## src/rtl/comp_mult_pkg.sv

```systemverilog
// Shared definitions for the complex-multiplier APB master: register map,
// FSM state encoding and completion codes.
package comp_mult_pkg;

    localparam int OFF_OP1  = 0;
    localparam int OFF_OP2  = 1;
    localparam int OFF_RES  = 2;
    localparam int OFF_NR   = 3;
    localparam int OFF_CFG  = 4;
    localparam int OFF_STOP = 5;
    localparam int OFF_STS  = 6;

    typedef enum logic [3:0] {
        IDLE, WR_OP1, WR_OP2, WR_RES, WR_NR, WR_START, RD_STOP, GAP, WR_CLR, DONE
    } state_e;

    localparam logic [1:0] ERR_OK  = 2'b00;
    localparam logic [1:0] ERR_SLV = 2'b01;
    localparam logic [1:0] ERR_TMO = 2'b10;

endpackage

```

## src/rtl/comp_mult_apb_master.sv

```systemverilog
// APB master that programs a multiplier job, polls its STOP register until the
// job finishes (or times out), clears STOP and reports completion status.
module comp_mult_apb_master
    import comp_mult_pkg::*;
#(
    parameter int APB_BADDR = 1024,
    parameter int SYS_AW    = 16,
    parameter int REG_DW    = 16,
    parameter int POLL_GAP  = 5,
    parameter int MAX_POLLS = 1023
) (
    input  logic              clk,
    input  logic              rst_n,
    input  logic              sw_rst,
    input  logic              cmd_val,
    output logic              cmd_rdy,
    input  logic [REG_DW-1:0] cmd_op1_ba,
    input  logic [REG_DW-1:0] cmd_op2_ba,
    input  logic [REG_DW-1:0] cmd_res_ba,
    input  logic [REG_DW-1:0] cmd_nr_op,
    output logic              done_val,
    input  logic              done_rdy,
    output logic [1:0]        done_err,
    output logic [SYS_AW-1:0] apb_paddr,
    output logic              apb_pwrite,
    output logic [REG_DW-1:0] apb_pwdata,
    output logic              apb_psel,
    input  logic              apb_pready,
    input  logic [REG_DW-1:0] apb_prdata,
    input  logic              apb_pslverr
);

    localparam int POLL_W = $clog2(MAX_POLLS + 1);
    localparam int GAP_W  = $clog2(POLL_GAP);
    localparam logic [POLL_W-1:0] POLL_LAST = POLL_W'(MAX_POLLS - 1);
    localparam logic [GAP_W-1:0]  GAP_LAST  = GAP_W'(POLL_GAP - 2);

    localparam logic [SYS_AW-1:0] A_OP1  = SYS_AW'(APB_BADDR + OFF_OP1);
    localparam logic [SYS_AW-1:0] A_OP2  = SYS_AW'(APB_BADDR + OFF_OP2);
    localparam logic [SYS_AW-1:0] A_RES  = SYS_AW'(APB_BADDR + OFF_RES);
    localparam logic [SYS_AW-1:0] A_NR   = SYS_AW'(APB_BADDR + OFF_NR);
    localparam logic [SYS_AW-1:0] A_CFG  = SYS_AW'(APB_BADDR + OFF_CFG);
    localparam logic [SYS_AW-1:0] A_STOP = SYS_AW'(APB_BADDR + OFF_STOP);

    state_e            state, state_nxt;
    logic [REG_DW-1:0] op1, op2, res, nr;
    logic [POLL_W-1:0] poll_cnt;
    logic [GAP_W-1:0]  gap_cnt;
    logic              xfer_done;
    logic              prdata_unused;

    assign xfer_done     = apb_psel & apb_pready;
    assign prdata_unused = ^apb_prdata[REG_DW-1:1];

    always_ff @(posedge clk or posedge rst_n) begin
        if (rst_n)       state <= IDLE;
        else if (sw_rst) state <= IDLE;
        else             state <= state_nxt;
    end

    // A slave error on any transfer overrides the normal successor.
    always_comb begin
        state_nxt = state;
        case (state)
            IDLE:     if (cmd_val) state_nxt = WR_OP1;
            WR_OP1:   if (xfer_done) state_nxt = apb_pslverr ? DONE : WR_OP2;
            WR_OP2:   if (xfer_done) state_nxt = apb_pslverr ? DONE : WR_RES;
            WR_RES:   if (xfer_done) state_nxt = apb_pslverr ? DONE : WR_NR;
            WR_NR:    if (xfer_done) state_nxt = apb_pslverr ? DONE : WR_START;
            WR_START: if (xfer_done) state_nxt = apb_pslverr ? DONE : RD_STOP;
            RD_STOP: begin
                if (xfer_done) begin
                    if (apb_pslverr)              state_nxt = DONE;
                    else if (apb_prdata[0])       state_nxt = WR_CLR;
                    else if (poll_cnt == POLL_LAST) state_nxt = DONE;
                    else                          state_nxt = GAP;
                end
            end
            GAP:      if (gap_cnt == GAP_LAST) state_nxt = RD_STOP;
            WR_CLR:   if (xfer_done) state_nxt = DONE;
            DONE:     if (done_rdy) state_nxt = IDLE;
            default:  state_nxt = IDLE;
        endcase
    end

    always_comb begin
        cmd_rdy    = 1'b0;
        done_val   = 1'b0;
        apb_psel   = 1'b0;
        apb_pwrite = 1'b0;
        apb_paddr  = '0;
        apb_pwdata = '0;
        case (state)
            IDLE:     cmd_rdy = 1'b1;
            WR_OP1:   begin apb_psel = 1'b1; apb_pwrite = 1'b1; apb_paddr = A_OP1; apb_pwdata = op1; end
            WR_OP2:   begin apb_psel = 1'b1; apb_pwrite = 1'b1; apb_paddr = A_OP2; apb_pwdata = op2; end
            WR_RES:   begin apb_psel = 1'b1; apb_pwrite = 1'b1; apb_paddr = A_RES; apb_pwdata = res; end
            WR_NR:    begin apb_psel = 1'b1; apb_pwrite = 1'b1; apb_paddr = A_NR;  apb_pwdata = nr;  end
            WR_START: begin apb_psel = 1'b1; apb_pwrite = 1'b1; apb_paddr = A_CFG; apb_pwdata = REG_DW'(1); end
            RD_STOP:  begin apb_psel = 1'b1; apb_paddr = A_STOP; end
            WR_CLR:   begin apb_psel = 1'b1; apb_pwrite = 1'b1; apb_paddr = A_STOP; end
            DONE:     done_val = 1'b1;
            default:  ;
        endcase
    end

    // Job fields, poll/gap counters and the completion code.
    always_ff @(posedge clk or posedge rst_n) begin
        if (rst_n) begin
            op1 <= '0; op2 <= '0; res <= '0; nr <= '0;
            poll_cnt <= '0; gap_cnt <= '0; done_err <= ERR_OK;
        end else if (sw_rst) begin
            op1 <= '0; op2 <= '0; res <= '0; nr <= '0;
            poll_cnt <= '0; gap_cnt <= '0; done_err <= ERR_OK;
        end else begin
            if (state == IDLE && cmd_val) begin
                op1      <= cmd_op1_ba;
                op2      <= cmd_op2_ba;
                res      <= cmd_res_ba;
                nr       <= cmd_nr_op;
                poll_cnt <= '0;
                gap_cnt  <= '0;
                done_err <= ERR_OK;
            end
            if (state == GAP) gap_cnt <= gap_cnt + GAP_W'(1);
            if (xfer_done) begin
                if (apb_pslverr) begin
                    done_err <= ERR_SLV;
                end else if (state == RD_STOP && !apb_prdata[0]) begin
                    poll_cnt <= poll_cnt + POLL_W'(1);
                    gap_cnt  <= '0;
                    if (poll_cnt == POLL_LAST) done_err <= ERR_TMO;
                end
            end
        end
    end

endmodule

```

## config.mk

```make
export PLATFORM = sky130hd
export DESIGN_NAME = comp_mult_apb_master
export DESIGN_NICKNAME = d
export VERILOG_FILES = /design/src/rtl/comp_mult_pkg.sv /design/src/rtl/comp_mult_apb_master.sv
export SDC_FILE = /design/constraint.sdc
export NUM_CORES = 1
export LEC_CHECK = 0
export ABC_CLOCK_PERIOD_IN_PS = 8140
export CORE_MARGIN = 4
export CORE_UTILIZATION = 52
export CTS_BUF_LIST = sky130_fd_sc_hd__clkbuf_16
export DETAILED_ROUTE_END_ITERATION = 8
export PLACE_DENSITY = 0.87
export SLEW_MARGIN = 20
export SYNTH_ARGS = -nofsm -noshare
export SYNTH_HDL_FRONTEND = slang
export SYNTH_SLANG_ARGS = --single-unit
export TNS_END_PERCENT = 20
```

## constraint.sdc

```tcl
create_clock -name clk -period 8.14 [get_ports clk]
set_clock_uncertainty 0.05 [all_clocks]
set_input_delay 2.442 -clock clk [delete_from_list [all_inputs] [get_ports clk]]
set_output_delay 2.442 -clock clk [all_outputs]
set_load 0.02 [all_outputs]
```

==> flow_summary.rst <==
.. list-table::
   :header-rows: 1

   * - Metric
     - Value
   * - Time the final worst path needs with I/O delays and setup
     - 5.715 ns
   * - 1st-pass router iterations
     - 5
   * - Global-route wire length before repair
     - 18650 µm
   * - Number of instances in the synthesized netlist
     - 511
   * - Power density over the cells
     - 256.8 mW/mm²
   * - Total Die Area
     - 0.009797 mm²
   * - Max-cap violations
     - 0
   * - Seq/Total Area, Yosys
     - 48.26%
   * - Largest net degree at the start of global routing
     - 84
   * - Root buffer selected by CTS
     - clkbuf_16
   * - Measured slew at the worst slew-check pin
     - 0.8346 ns
   * - Run status
     - finished clean
   * - Final period utilization
     - 70.21%
   * - Arrival time of the worst setup path
     - 3.22 ns
   * - Ordered cell list for the critical path
     - nand2b_1 -> nor3_4 -> a22oi_1 -> nand2_1 -> clkdlybuf4s50_1
   * - Number of hold buffers added after CTS
     - 0
   * - Upper clock frequency limit
     - 175.0 MHz
   * - Placed instance count
     - 675
   * - Worst setup EP type
     - primary output
   * - WL final
     - 11700 µm
   * - Std-Cell Core Area
     - 0.007888 mm²
   * - Count of routing violations after the opening detailed-route iteration
     - 416
   * - Syn Std Cell Area
     - 0.004304 mm²
   * - Total number of vias
     - 4116
   * - Worst path max stage delay
     - 0.81 ns
   * - Sw Share
     - 35.81%
   * - Largest fanout of any net on the critical path
     - 21
   * - Initial antenna violation count
     - 0
   * - Number of H-tree levels
     - 3
   * - Cell leakage power
     - 0.002340 µW
   * - Most frequent standard cell in the layout excluding fill and tap cells
     - nand2_1
   * - TritonCTS clock tree
     - yes
   * - Dpl cell area
     - 0.005238 mm²
   * - Worst IR Drop VDD
     - 0.0001699 V
   * - Buffer levels on the longest clock path
     - 2
   * - Fraction of layout cells with a size suffix above 1
     - 5.772%
   * - Overflow after GRT
     - 0
   * - Clock network power share
     - 30.0%
   * - HPWL after DPL
     - 7561 µm
   * - Delay-heaviest family, CP
     - simple AND/OR/NAND/NOR gates
   * - Unrepaired setup endpoints after global routing
     - false
   * - Hold violation count in the final report
     - 0
   * - Total number of yosys warnings
     - 0
   * - Clock insertion delay at the later pin of the skew report
     - 0.33 ns
   * - Ant. Diodes
     - 0
   * - Total net switching power
     - 513.3 µW
   * - Buffer and inverter count on the worst path
     - 1
   * - Highest-count cells in the layout ignoring fill and taps
     - nand2_1 (153), clkdlybuf4s50_1 (96), dfrtp_1 (83), a21oi_1 (77), a22oi_1 (31)
   * - Remaining max-slew budget at the tightest pin
     - 44.36%
   * - Nature of the critical path startpoint
     - flop
   * - Number of buffers created by CTS
     - 9
   * - Buffers on Ports
     - 97
   * - Portion of total power attributed to sequential cells
     - 37.6%
   * - Most instantiated flip-flop cell in the synthesis netlist
     - dfrtp_1
   * - Global-route usage over all layers
     - 23.66%
   * - Number of placed I/O pins
     - 125
   * - Die width
     - 98.98 µm
   * - Yosys reg bits
     - 83
   * - Proportion of synthesized flip-flops having asynchronous set or reset
     - 100.0%
   * - Fin. max-slew vios
     - 0
   * - Kind of critical path
     - reg -> out
   * - Slowest-stage cell, CP
     - dfrtp_1
   * - Vias per cell
     - 5.957
   * - Design area
     - 0.005582 mm²
   * - Post-route antenna net violation count
     - 0
   * - Internal Pwr Total
     - 920.0 µW
   * - Logic gate share of total power
     - 32.4%
   * - Die height
     - 98.98 µm
   * - Post-CTS resize count
     - 0
   * - Cell row count
     - 32
   * - Mean routed wirelength per cell
     - 16.94 µm
   * - Mean post-synth cell area
     - 8.423 µm²
   * - Setup slack, reg-to-reg
     - 5.47 ns
   * - Area growth from synthesis to layout
     - 29.68%
   * - Count of filler cells inserted in the layout
     - 574
   * - Post-route insts no fill
     - 691
   * - Final #Nets
     - 675
   * - Number of failing setup endpoints in the final timing report
     - 0
   * - Starting Density
     - 54.57%
   * - Required time at the endpoint of the critical path
     - 5.65 ns
   * - Clock slew seen by the registers of the worst setup and hold paths
     - 0.06 ns
   * - Placer Congestion
     - 0.8602
   * - HP Class
     - reg -> reg
   * - Post-synthesis cell type count
     - 53
   * - Post-detailed-route DRC marker count
     - 0
   * - Clock sink total
     - 83
   * - Post-CTS Setup Inserts
     - 0
   * - Number of flops mapped to enable cells by yosys
     - 0
   * - Summed negative setup slack over all endpoints
     - 0 ns
   * - Via count of the first global-routing pass
     - 3893
[routing by layer]
metal,part of all wire (%),vias to the layer above,wire [µm],global-route usage (%)
li1,-,1898,-,-
met1,43,1999,4977,31.84
met2,49,194,5698,38.27
met3,6.6,25,768,4.742
met4,2.2,0,260,8.088
met5,0,-,0,0
[kinds of logic after synthesis]
family | Yosys count | synth area share, %
other | 1 | 0.08713
buffers and inverters | 59 | 6.715
adder cells (fa/ha/maj) | 4 | 1.163
AO/OA/AOI/OAI | 146 | 20.99
AND/OR/NAND/NOR | 216 | 22.30
multiplexers | 2 | 0.4942
flip-flops | 83 | 48.26
[flip-flops by register name, indices dropped and copies added (netlist names)]
name / count
op1: 16
done_err: 2
poll_cnt: 10
res: 16
gap_cnt: 3
state: 4
op2: 16
nr: 16
[layout make-up]
type / instances / area, µm² / area share [%]
clock inverter: 7 / 92.59 / 1.659
sequential: 83 / 2077 / 37.21
clock buffer: 9 / 225.2 / 4.035
inverter: 8 / 31.28 / 0.5604
tap: 102 / 127.6 / 2.286
multi-input combinational: 380 / 2021 / 36.20
timing repair buffer: 102 / 1007 / 18.05
[worst paths after layout]
path,cells past startpoint,startpoint,to
setup / recovery,5,state[2],apb_pwdata[12]
hold / removal,2,res[7],res[7]
setup reg to reg,5,state[0],poll_cnt[2]
hold reg to reg,2,res[7],res[7]
max in group asynchronous,3,rst_n,op1[3]
min in group asynchronous,3,rst_n,op2[0]
[worst reg2reg max path, stage by stage (launching register included)]
cell and delay, ns:
dfrtp_1 0.67, nor4_4 0.56, and2_4 0.67, nor2_1 0.27, o21ai_1 0.19, a21oi_1 0.08
[stage by stage]
step                setup WS, ns  utilization, %  power [µW]  hold WS, ns
floorplan                  3.511               -       834.8       0.4361
global placement           2.567           66.40       987.3       0.4603
detailed placement         2.540           66.40        1003       0.4660
CTS                        2.212           70.43        1432       0.4751
global route               2.239           70.76        1508       0.4914
finish                     2.425           70.76        1433       0.4742
[synthesized netlist by cell type (all sizes together) (3+ instances only)]
library cell    n  area [µm²]
a21oi          77       385.4
a31oi           5       31.28
a211oi          3       27.52
buf            26       165.2
a22oi          31       232.7
o21ai          10       50.04
nand2b          5       31.28
a311oi          5       50.04
nor3           11       60.06
dfrtp          83        2077
nor2           18       70.07
ha              4       50.05
clkbuf         25       93.84
inv             8       30.03
nand3           6       30.03
nand4           3       18.77
nand2         154       578.1
[power groups by stage]
stage	clock network, µW	logic [µW]	registers, µW
2_1_floorplan	0	327	508
3_3_place_gp	0	450	537
3_5_place_dp	0	461	541
4_1_cts	433	464	535
5_1_grt	451	510	548
6_report	430	464	539
No activity file was read; power rests on OpenSTA's default activity.
